## config.mk

```make
export PLATFORM = sky130hd
export DESIGN_NAME = ysyx_22041071_axi_rd_arb
export DESIGN_NICKNAME = d
export VERILOG_FILES = /design/src/rtl/ysyx_22041071_axi_rd_arb.sv
export SDC_FILE = /design/constraint.sdc
export NUM_CORES = 1
export LEC_CHECK = 0
export CORE_AREA = 10 10 166 168
export DETAILED_ROUTE_END_ITERATION = 8
export DIE_AREA = 0 0 176 178
export DONT_BUFFER_PORTS = 1
export GPL_ROUTABILITY_DRIVEN = 0
export PLACE_DENSITY = 0.3
export SLEW_MARGIN = 20
export SYNTH_ARGS = -nofsm -noshare
export SYNTH_HDL_FRONTEND = slang
export SYNTH_SLANG_ARGS = --single-unit
```

## constraint.sdc

```tcl
create_clock -name clk -period 6.85 [get_ports clk]
set_input_delay 1.7125 -clock clk [delete_from_list [all_inputs] [get_ports clk]]
set_output_delay 1.7125 -clock clk [all_outputs]
set_load 0.03 [all_outputs]
```

## src/rtl/ysyx_22041071_axi_rd_arb.sv

```systemverilog
// rtl/ysyx_22041071_axi_rd_arb.sv - round-robin IFU/LSU read arbiter onto one AXI read master
// One transaction in flight; a watchdog closes a stalled burst with SLVERR.
module ysyx_22041071_axi_rd_arb #(
   parameter int ADDR_W  = 64,
   parameter int DATA_W  = 64,
   parameter int LEN_W   = 8,
   parameter int TIMEOUT = 255
) (
   input  logic              clk,
   input  logic              reset,
   input  logic              ifu_req_valid,
   output logic              ifu_req_ready,
   input  logic [ADDR_W-1:0] ifu_req_addr,
   input  logic [LEN_W-1:0]  ifu_req_len,
   input  logic [1:0]        ifu_req_size,
   output logic              ifu_resp_valid,
   output logic              ifu_resp_last,
   output logic [DATA_W-1:0] ifu_resp_data,
   output logic [1:0]        ifu_resp_resp,
   input  logic              lsu_req_valid,
   output logic              lsu_req_ready,
   input  logic [ADDR_W-1:0] lsu_req_addr,
   input  logic [LEN_W-1:0]  lsu_req_len,
   input  logic [1:0]        lsu_req_size,
   output logic              lsu_resp_valid,
   output logic              lsu_resp_last,
   output logic [DATA_W-1:0] lsu_resp_data,
   output logic [1:0]        lsu_resp_resp,
   output logic              rd_req_valid,
   input  logic              rd_req_ready,
   output logic [3:0]        rd_id,
   output logic [ADDR_W-1:0] rd_addr,
   output logic [LEN_W-1:0]  rd_len,
   output logic [1:0]        rd_size,
   input  logic              rd_beat_valid,
   input  logic              rd_beat_last,
   input  logic [DATA_W-1:0] rd_beat_data,
   input  logic [1:0]        rd_beat_resp,
   input  logic [3:0]        rd_beat_id,
   output logic              busy,
   output logic              err_id
);
   localparam int WD_W = (TIMEOUT < 2) ? 1 : $clog2(TIMEOUT + 1);

   typedef enum logic [1:0] {IDLE, REQ, DATA} state_e;

   state_e            state_q, state_d;
   logic              last_q, last_d;
   logic              owner_q, owner_d;
   logic              err_q, err_d;
   logic [ADDR_W-1:0] addr_q, addr_d;
   logic [LEN_W-1:0]  len_q, len_d;
   logic [1:0]        size_q, size_d;
   logic [WD_W-1:0]   wdog_q, wdog_d;

   logic              grant_ifu, grant_lsu, beat_hit, expire, req_valid_c;
   logic              fwd_valid, fwd_last;
   logic [DATA_W-1:0] fwd_data;
   logic [1:0]        fwd_resp;

   always_comb begin
      state_d     = state_q;
      last_d      = last_q;
      owner_d     = owner_q;
      err_d       = err_q;
      addr_d      = addr_q;
      len_d       = len_q;
      size_d      = size_q;
      wdog_d      = wdog_q;
      grant_ifu   = 1'b0;
      grant_lsu   = 1'b0;
      beat_hit    = 1'b0;
      expire      = 1'b0;
      req_valid_c = 1'b0;
      case (state_q)
         IDLE: begin
            // last_q=1 means LSU was granted last, so IFU wins a tie
            if (ifu_req_valid && (!lsu_req_valid || last_q)) grant_ifu = 1'b1;
            else if (lsu_req_valid)                         grant_lsu = 1'b1;
            if (grant_ifu || grant_lsu) begin
               owner_d = grant_lsu;
               last_d  = grant_lsu;
               addr_d  = grant_lsu ? lsu_req_addr : ifu_req_addr;
               len_d   = grant_lsu ? lsu_req_len  : ifu_req_len;
               size_d  = grant_lsu ? lsu_req_size : ifu_req_size;
               state_d = REQ;
            end
         end
         REQ: begin
            req_valid_c = 1'b1;
            if (rd_req_ready) begin
               state_d = DATA;
               wdog_d  = '0;
            end
         end
         DATA: begin
            beat_hit = rd_beat_valid && (rd_beat_id == {3'b000, owner_q});
            if (rd_beat_valid && !beat_hit) err_d = 1'b1;
            if (beat_hit) begin
               wdog_d = '0;
               if (rd_beat_last) state_d = IDLE;
            end else if (wdog_q == WD_W'(TIMEOUT)) begin
               expire  = 1'b1;
               wdog_d  = '0;
               state_d = IDLE;
            end else begin
               wdog_d = wdog_q + WD_W'(1);
            end
         end
         default: state_d = IDLE;
      endcase
   end

   always_ff @(posedge clk) begin
      if (reset) begin
         state_q <= IDLE;
         last_q  <= 1'b0;
         owner_q <= 1'b0;
         err_q   <= 1'b0;
         addr_q  <= '0;
         len_q   <= '0;
         size_q  <= '0;
         wdog_q  <= '0;
      end else begin
         state_q <= state_d;
         last_q  <= last_d;
         owner_q <= owner_d;
         err_q   <= err_d;
         addr_q  <= addr_d;
         len_q   <= len_d;
         size_q  <= size_d;
         wdog_q  <= wdog_d;
      end
   end

   // Combinational outputs are masked during reset so a mid-burst reset is silent at once
   assign fwd_valid = (beat_hit || expire) && !reset;
   assign fwd_last  = beat_hit ? rd_beat_last : 1'b1;
   assign fwd_data  = beat_hit ? rd_beat_data : '0;
   assign fwd_resp  = beat_hit ? rd_beat_resp : 2'b10;

   assign ifu_req_ready  = grant_ifu && !reset;
   assign lsu_req_ready  = grant_lsu && !reset;
   assign ifu_resp_valid = fwd_valid && !owner_q;
   assign lsu_resp_valid = fwd_valid && owner_q;
   assign ifu_resp_last  = ifu_resp_valid && fwd_last;
   assign lsu_resp_last  = lsu_resp_valid && fwd_last;
   assign ifu_resp_data  = ifu_resp_valid ? fwd_data : '0;
   assign lsu_resp_data  = lsu_resp_valid ? fwd_data : '0;
   assign ifu_resp_resp  = ifu_resp_valid ? fwd_resp : 2'b00;
   assign lsu_resp_resp  = lsu_resp_valid ? fwd_resp : 2'b00;

   assign rd_req_valid = req_valid_c && !reset;
   assign rd_id        = {3'b000, owner_q};
   assign rd_addr      = addr_q;
   assign rd_len       = len_q;
   assign rd_size      = size_q;
   assign busy         = (state_q != IDLE) && !reset;
   assign err_id       = err_q;
endmodule
```

==> results of run 1 <==
[routing by layer]
layer | vias to the layer above | share of wire (%)
li1 | 2000 | -
met1 | 1883 | 35
met2 | 242 | 52
met3 | 23 | 12
met4 | 0 | 1.9
met5 | - | 0
[stage by stage]
| stage | hold WS, ps | power, mW | instances | cell area [sq um] | setup WS, ps |
|---|---|---|---|---|---|
| after detailed placement | 513 | 0.931 | 838 | 5080 | 1180 |
| final | 523 | 1.40 | 854 | 5370 | 1200 |
| after floorplan | 477 | 0.883 | 576 | 4940 | 1600 |
| after global routing | 554 | 1.48 | 854 | 5370 | 995 |
| after global placement | 504 | 0.930 | 838 | 5080 | 1280 |
| after CTS | 520 | 1.44 | 854 | 5370 | 1180 |
[registers in the layout, indices dropped and copies added (netlist names)]
signal and cells:
wdog_q 8, state_q 2, err_id 1, rd_addr 64, owner_q 1, rd_len 8
rd_size 2
[how the worst min path moves through the flow]
stage | startpoint | endpoint | slack [ps] | cells past startpoint
6_report | state_q[1]$_SDFFE_PP0P_ | state_q[0]$_SDFFE_PP0P_ | 520 | 1
2_1_floorplan | state_q[1]$_SDFFE_PP0P_ | state_q[0]$_SDFFE_PP0P_ | 480 | 1
3_3_place_gp | wdog_q[7]$_SDFFE_PP0P_ | wdog_q[7]$_SDFFE_PP0P_ | 500 | 2
5_1_grt | state_q[1]$_SDFFE_PP0P_ | state_q[0]$_SDFFE_PP0P_ | 550 | 1
4_1_cts | state_q[1]$_SDFFE_PP0P_ | state_q[0]$_SDFFE_PP0P_ | 520 | 1
3_5_place_dp | wdog_q[7]$_SDFFE_PP0P_ | wdog_q[7]$_SDFFE_PP0P_ | 510 | 2
[cell usage after synthesis, types with 3 or more instances]
master,instances
mux2i_1,74
buf_6,6
clkbuf_1,38
nor2_1,87
xnor2_1,6
and3_1,127
dfxtp_1,86
buf_2,10
nor3_1,3
a21oi_1,4
a211oi_1,77
clkbuf_2,8
nand2_1,4
inv_1,3
buf_4,4
and3_2,5
[power breakdown]
part           total [mW]  switching (mW)  internal (mW)
Sequential          0.724           0.165          0.559
Clock               0.487           0.225          0.262
Combinational       0.188           0.112         0.0765
Total                1.40           0.502          0.897
[cell families (layout without fill, tap and decap cells)]
family / after synthesis / count (layout) / synth area share (%)
AOI/OAI and AO/OA: 95 / 95 / 15.2
xor gates and xnor gates: 8 / 8 / 1.57
adders and majority gates: 1 / 1 / 0.253
buffers and inverters: 70 / 24 / 6.99
DFF: 86 / 86 / 34.9
muxes: 74 / 74 / 15.0
other: 1 / 3 / 0.0760
and+or+nand+nor: 239 / 239 / 26.0
[cell type report]
cell class                      count  area share (%)
Multi-Input combinational cell    420            54.0
Tap cell                          324            7.54
Sequential cell                    86            32.0
Clock inverter                      6            1.02
Clock buffer                       10            4.45
Timing Repair Buffer                5           0.698
Inverter                            3           0.210
[critical path: stages]
cell and delay (ps):
nor3_1 380, nand3_2 340, a2111oi_4 360, buf_4 540, nor2b_1 590
==> flow_summary_export.csv, run 1 <==
group,metric,value,unit
status,outcome,"completed",
grt,grt_overflow,0,
synth,ys_top_cells_by_area,"dfxtp_1 (35%), and3_1 (16%), mux2i_1 (15%), a211oi_1 (12%), nor2_1 (6.6%)",
worst_hold_path,hp-class,"reg2reg",
critical_path,critical_path_arrival,3940,ps
clock_tree,cts_max_level,3,
floorplanning,die_area,31300,sq um
grt,grt_use_met2,21.0,%
synth,syn_inst,574,
critical_path,critPathKind,"in2out",
detailed_routing,drt-pass1-iter-count,4,
synth,synth_ff_type,"dfxtp_1",
clock_tree,post_cts_buffers,0,
power,irDropWorstVdd,99.0,uV
floorplanning,fp.dieH,178,um
grt,use_met1,11.7,%
detailed_routing,drtAntennaViolNets,0,
sta,drv_slew,0,
sta,period_share,82.5,%
critical_path,r2r-start,"owner_q$_SDFFE_PP0P_",
final_layout,drive_gt1_share,6.60,%
floorplanning,io_pins,444,
clock_tree,cts_root_buffer,"clkbuf_16",
clock_tree,cts_buffers,9,
synth,yosys.area.top_type,"dfxtp_1",
grt,grt_use_met3,5.81,%
floorplanning,die_x,176,um
detailed_routing,via_per_inst,4.86,
critical_path,crit_path_start_kind,"input pin",
critical_path,startpoint,"rd_beat_id[1]",
clock_tree,cts_buffer_depth,2,
clock_tree,cts_tree,"yes",
grt,grt.busiest_layer,"met2",
sta,finalSetupViolCount,0,
synth,synth_edf_count,0,
sta,slew_headroom,28.1,%
sta,max_freq,177,MHz
power,cellPowerDensity,260,nW/um^2
synth,synth.top_cell.area_share,34.9,%
clock_tree,clock-sinks,86,
sta,min_period,5650,ps
critical_path,worstPathRequired,5140,ps
final_layout,fillers,2659,
synth,yosys_warnings,0,
floorplanning,num_rows,57,
final_layout,final-seq-area,1720,sq um
floorplanning,core-area,24100,sq um
synth,synth_seq_area_share,34.9,%
final_layout,layout_common_cells,"and3_1 (127), nor2_1 (86), dfxtp_1 (86), a211oi_1 (77), mux2i_1 (74)",
synth,ys_async_sr_fraction,0,%
final_layout,nets,751,
critical_path,worstSetupEndpoint,"ifu_resp_last",
final_layout,multi_input_area,2900,sq um
clock_tree,holdBufCountCts,0,
detailed_routing,wirelength,20.1,mm
sta,worst_pin_slew,1080,ps
place,io_buffers,0,
critical_path,r2r-end,"rd_len[6]$_SDFFE_PP0P_",
clock_tree,clk_pin_slew,70,ps
critical_path,end_kind,"primary output",
grt,grt_pass1_vias,4200,
sta,rsz0062_at_grt,"no",
synth,syn-mean-instance-area,8.60,sq um
detailed_routing,drcViolationCount,0,
final_layout,diodes,0,
final_layout,final_common_cell,"and3_1",
critical_path,worst-r2r-setup-slack,4230,ps
detailed_routing,drtIter0Drc,295,
floorplanning,initial_core_util,20.5,%
grt,antenna_found_initial,0,
sta,clock_skew,11.8,ps
grt,grt_pass1_wl,28.7,mm
grt,track_usage,11.8,%
job,maxCapViolations,0,
power,p_leak,2.43,nW
final_layout,syn2layout_area_growth,8.84,%
synth,yosysUniqueCellTypes,42,
detailed_routing,vias,4148,
clock_tree,ctsResizeCount,0,
critical_path,worstPathMaxFanout,68,
place,hpwl,16.3,mm
synth,synth_seq_cells,86,
sta,tns,0,ps
final_layout,fin_util,22.3,%
clock_tree,clk-insertion-delay-late,350,ps
detailed_routing,routedWlPerCell,23.6,um
sta,finalHoldViolCount,0,
grt,grt_max_degree,131,
critical_path,r2r_cells,4,
synth,synth_area,4940,sq um
Power figures use the tool's default switching activity.
==> run 2, diff against run 1 <==
clock period = 5.7 ns   (was 6.85 ns; I/O delays follow)
==> flow_summary_export.csv, run 2 (synthesized netlist as in run 1, its figures left out) <==
group,metric,value,unit
detailed_routing,wl_met1,7.35,mm
detailed_routing,drcViolationCount,0,
grt,grt_pass1_vias,4302,
clock_tree,clk_pin_slew,80,ps
power,cellPowerDensity,323,nW/um^2
critical_path,critical_path_arrival,3560,ps
power,p_sw,0.602,mW
detailed_routing,drt-pass1-iter-count,4,
detailed_routing,drtIter0Drc,246,
sta,min_period,4990,ps
power,combPwrFrac,13.0,%
clock_tree,holdBufCountCts,0,
grt,track_usage,12.0,%
power,clockPowerShare,37.4,%
clock_tree,cts_buffers,9,
clock_tree,cts_root_buffer,"clkbuf_16",
detailed_routing,via_per_inst,4.85,
clock_tree,cts_max_level,3,
final_layout,layout_common_cells,"and3_1 (127), nor2_1 (86), dfxtp_1 (86), a211oi_1 (77), mux2i_1 (74)",
final_layout,syn2layout_area_growth,10.1,%
sta,slew_headroom,28.4,%
sta,rsz0062_at_grt,"no",
sta,drv_slew,0,
grt,grt_max_degree,131,
critical_path,critPathKind,"in2out",
worst_hold_path,hp-class,"reg2reg",
sta,max_freq,200,MHz
critical_path,end_kind,"primary output",
floorplanning,die_x,176,um
place,io_buffers,0,
critical_path,cpPeakStageDelay,520,ps
final_layout,drive_gt1_share,6.78,%
floorplanning,initial_core_util,20.5,%
status,outcome,"completed",
clock_tree,cts_tree,"yes",
floorplanning,fp.dieH,178,um
detailed_routing,vias,4156,
sta,worst_pin_slew,1070,ps
power,pwr-share-seq,49.6,%
sta,holdWs,514,ps
floorplanning,die_area,31300,sq um
critical_path,worstPathRequired,4280,ps
critical_path,path_cells,"nor3_1, nand3_2, a2111oi_4, buf_4, and3_1",
detailed_routing,wirelength,20.4,mm
floorplanning,io_pins,444,
detailed_routing,routedWlPerCell,23.8,um
detailed_routing,top_layer_used,"met4",
detailed_routing,drtAntennaViolNets,0,
clock_tree,cts_buffer_depth,2,
place,hpwl,16.6,mm
critical_path,worstPathMaxFanout,68,
grt,grt_overflow,0,
power,intPower,1.15,mW
critical_path,crit_path_start_kind,"input pin",
job,maxCapViolations,0,
clock_tree,clk-insertion-delay-late,350,ps
sta,tns,0,ps
final_layout,final_common_cell,"and3_1",
grt,antenna_found_initial,1,
sta,clock_skew,12.8,ps
sta,period_share,87.5,%
sta,finalSetupViolCount,0,
final_layout,fin_util,22.6,%
critical_path,crit_slowest_cell,"buf_4",
detailed_routing,routed-wl-met2,10.6,mm
clock_tree,post_cts_buffers,0,
final_layout,nets,752,
clock_tree,ctsResizeCount,0,
sta,finalHoldViolCount,0,
power,power,1.76,mW
clock_tree,clock-sinks,86,
final_layout,largest_register_ffs,64,
power,p_leak,2.46,nW
floorplanning,core-area,24100,sq um
power,irDropWorstVdd,119,uV
floorplanning,num_rows,57,
power,p_sw_share,34.3,%
detailed_routing,met3_wirelength,2.14,mm
grt,grt_pass1_wl,29.1,mm
-- run 2: cell count changes in the layout (fill, tap and decap cells not counted) --
cell,change
clkinvlp_4,-1
buf_12,+1
bufinv_16,+2
inv_6,-1
clkbuf_8,-1
clkinv_4,+1
diode_2,+2
-- run 2: final cells by class --
| class | count | area (sq um) |
|---|---|---|
| Tap cell | 324 | 405 |
| Inverter | 3 | 11.3 |
| Timing Repair Buffer | 6 | 57.6 |
| Fill cell | 2645 | 18700 |
| Clock buffer | 9 | 225 |
| Sequential cell | 86 | 1720 |
| Clock inverter | 7 | 108 |
| Multi-Input combinational cell | 420 | 2900 |
| Antenna cell | 2 | 5.00 |
-- run 2: routing by layer --
| layer | GRT usage [%] | vias up |
|---|---|---|
| met5 | 0 | - |
| met4 | 4.27 | 0 |
| met3 | 5.43 | 18 |
| met2 | 21.4 | 242 |
| met1 | 12.2 | 1893 |
| li1 | - | 2003 |
-- run 2: final timing paths --
kind                           startpoint                      end  slack (ps)  cells past startpoint
setup / recovery            rd_beat_id[1]        lsu_resp_data[19]         710                      5
setup reg to reg     owner_q$_SDFFE_PP0P_   rd_len[2]$_SDFFE_PP0P_        3070                      4
hold reg to reg   state_q[1]$_SDFFE_PP0P_  state_q[0]$_SDFFE_PP0P_         510                      1
hold / removal    state_q[1]$_SDFFE_PP0P_  state_q[0]$_SDFFE_PP0P_         510                      1
-- run 2: critical path, delay by kind of cell --
family / cells / cell delay, ps
and+or+nand+nor: 3 / 1200
buffers and inverters: 1 / 520
AOI/OAI and AO/OA: 1 / 370
-- run 2: through the flow --
step / instance area [sq um] / instances / setup WS [ps]
after detailed placement: 5100 / 839 / 753
after global placement: 5100 / 839 / 878
after floorplan: 4940 / 576 / 1030
after global routing: 5440 / 857 / 532
final: 5440 / 857 / 710
after CTS: 5430 / 855 / 751
-- run 2: power groups by stage --
stage	registers (mW)	clock network (mW)	logic, mW
after floorplan	0.851	0	0.210
after global placement	0.891	0	0.227
after detailed placement	0.889	0	0.234
after CTS	0.876	0.691	0.234
after global routing	0.881	0.714	0.263
final	0.871	0.658	0.229
==> run 3, diff against run 2 <==
CORE_AREA = 2 2 172 174   (was 10 10 166 168)
DIE_AREA = 0 0 174 176   (was 0 0 176 178)
==> flow_summary_export.csv, run 3 (synthesized netlist as in run 1, its figures left out) <==
group,metric,value,unit
status,outcome,"completed",
final_layout,nets,752,
floorplanning,die_x,174,um
worst_hold_path,hp-class,"reg2reg",
detailed_routing,met3_wirelength,1.74,mm
critical_path,r2r_cells,5,
place,io_buffers,0,
sta,drv_slew,0,
clock_tree,clock-sinks,86,
detailed_routing,drt-pass1-iter-count,4,
clock_tree,holdBufCountCts,0,
job,maxCapViolations,0,
sta,max_freq,202,MHz
critical_path,worst-r2r-setup-slack,2960,ps
sta,slew_headroom,30.7,%
clock_tree,clk-insertion-delay-late,350,ps
detailed_routing,wl_met1,6.20,mm
power,power,1.65,mW
place,hpwl,15.7,mm
sta,holdWs,530,ps
final_layout,final-seq-area,1720,sq um
sta,clock_skew,6.73,ps
floorplanning,io_pins,444,
grt,grt_overflow,0,
critical_path,worstPathRequired,4280,ps
detailed_routing,vias,4273,
critical_path,worstSetupEndpoint,"lsu_resp_resp[1]",
power,p_leak,2.43,nW
floorplanning,core-area,28500,sq um
sta,timing.final.ws_setup,751,ps
floorplanning,initial_core_util,17.3,%
final_layout,fillers,3179,
detailed_routing,drtAntennaViolNets,0,
final_layout,layout_common_cells,"and3_1 (127), nor2_1 (86), dfxtp_1 (86), a211oi_1 (77), mux2i_1 (74)",
clock_tree,cts_buffers,9,
clock_tree,cts_tree,"yes",
detailed_routing,routed-wl-met2,10.6,mm
critical_path,crit_path_start_kind,"input pin",
grt,grt_max_degree,131,
grt,grt_pass1_vias,3914,
clock_tree,clk_pin_slew,70,ps
detailed_routing,via_per_inst,4.63,
sta,period_share,86.8,%
critical_path,end_kind,"primary output",
critical_path,startpoint,"rd_beat_id[1]",
critical_path,worstPathMaxFanout,68,
critical_path,r2r-end,"rd_addr[9]$_SDFFE_PP0P_",
final_layout,drive_gt1_share,6.78,%
critical_path,critical_path_arrival,3520,ps
sta,finalSetupViolCount,0,
clock_tree,ctsResizeCount,0,
sta,finalHoldViolCount,0,
clock_tree,post_cts_buffers,0,
clock_tree,cts_max_level,3,
detailed_routing,drcViolationCount,0,
clock_tree,cts_buffer_depth,2,
sta,worst_pin_slew,1040,ps
final_layout,largest_register_ffs,64,
detailed_routing,routedWlPerCell,21.1,um
place,pre_cts_ws,767,ps
grt,track_usage,11.9,%
final_layout,multi_input_area,2900,sq um
floorplanning,num_rows,62,
detailed_routing,wirelength,19.5,mm
grt,antenna_found_initial,8,
floorplanning,fp.dieH,176,um
floorplanning,die_area,30600,sq um
sta,min_period,4950,ps
detailed_routing,top_layer_used,"met4",
power,irDropWorstVdd,139,uV
sta,rsz0062_at_grt,"no",
critical_path,r2r-start,"owner_q$_SDFFE_PP0P_",
grt,grt_pass1_wl,26.3,mm
detailed_routing,drtIter0Drc,116,
final_layout,syn2layout_area_growth,10.8,%
sta,tns,0,ps
power,cellPowerDensity,302,nW/um^2
clock_tree,cts_root_buffer,"clkbuf_16",
final_layout,final_common_cell,"and3_1",
critical_path,critPathKind,"in2out",
-- run 3: cell type report --
type | instances | share of cell area, %
diodes | 8 | 0.366
clock buffers | 9 | 4.12
clock inverters | 7 | 0.892
inverters | 3 | 0.206
multi-input cells | 420 | 53.1
flip-flops and latches | 86 | 31.5
well taps | 384 | 8.79
repair buffers | 6 | 1.05
-- run 3: stage by stage --
stage / cell area (sq um) / instances / utilization (%)
detailed placement: 5170 / 899 / 18.1
global route: 5470 / 923 / 19.2
global placement: 5170 / 899 / 18.1
finish: 5470 / 923 / 19.2
floorplan: 4940 / 576 / -
CTS: 5450 / 915 / 19.1
-- run 3: critical path, stage by stage --
cell,delay [ps]
nor3_1,380
nand3_2,340
a2111oi_4,370
buf_4,520
o31a_1,480
-- run 3: power by group --
| group | switching, mW | internal [mW] |
|---|---|---|
| registers | 0.189 | 0.672 |
| logic | 0.141 | 0.0929 |
| clock network | 0.260 | 0.297 |
-- run 3: how the worst min path moves through the flow --
stage	start	to	depth (start not counted)
floorplan	state_q[1]$_SDFFE_PP0P_	state_q[0]$_SDFFE_PP0P_	1
global placement	wdog_q[7]$_SDFFE_PP0P_	wdog_q[7]$_SDFFE_PP0P_	2
detailed placement	wdog_q[1]$_SDFFE_PP0P_	wdog_q[1]$_SDFFE_PP0P_	2
CTS	wdog_q[1]$_SDFFE_PP0P_	wdog_q[1]$_SDFFE_PP0P_	2
global route	wdog_q[7]$_SDFFE_PP0P_	wdog_q[7]$_SDFFE_PP0P_	2
finish	wdog_q[1]$_SDFFE_PP0P_	wdog_q[1]$_SDFFE_PP0P_	2
-- run 3: routing by layer --
metal / global-route usage [%] / vias up
met5: 0 / -
met1: 10.5 / 1919
met3: 3.94 / 42
met4: 6.30 / 0
li1: - / 2015
met2: 23.6 / 297
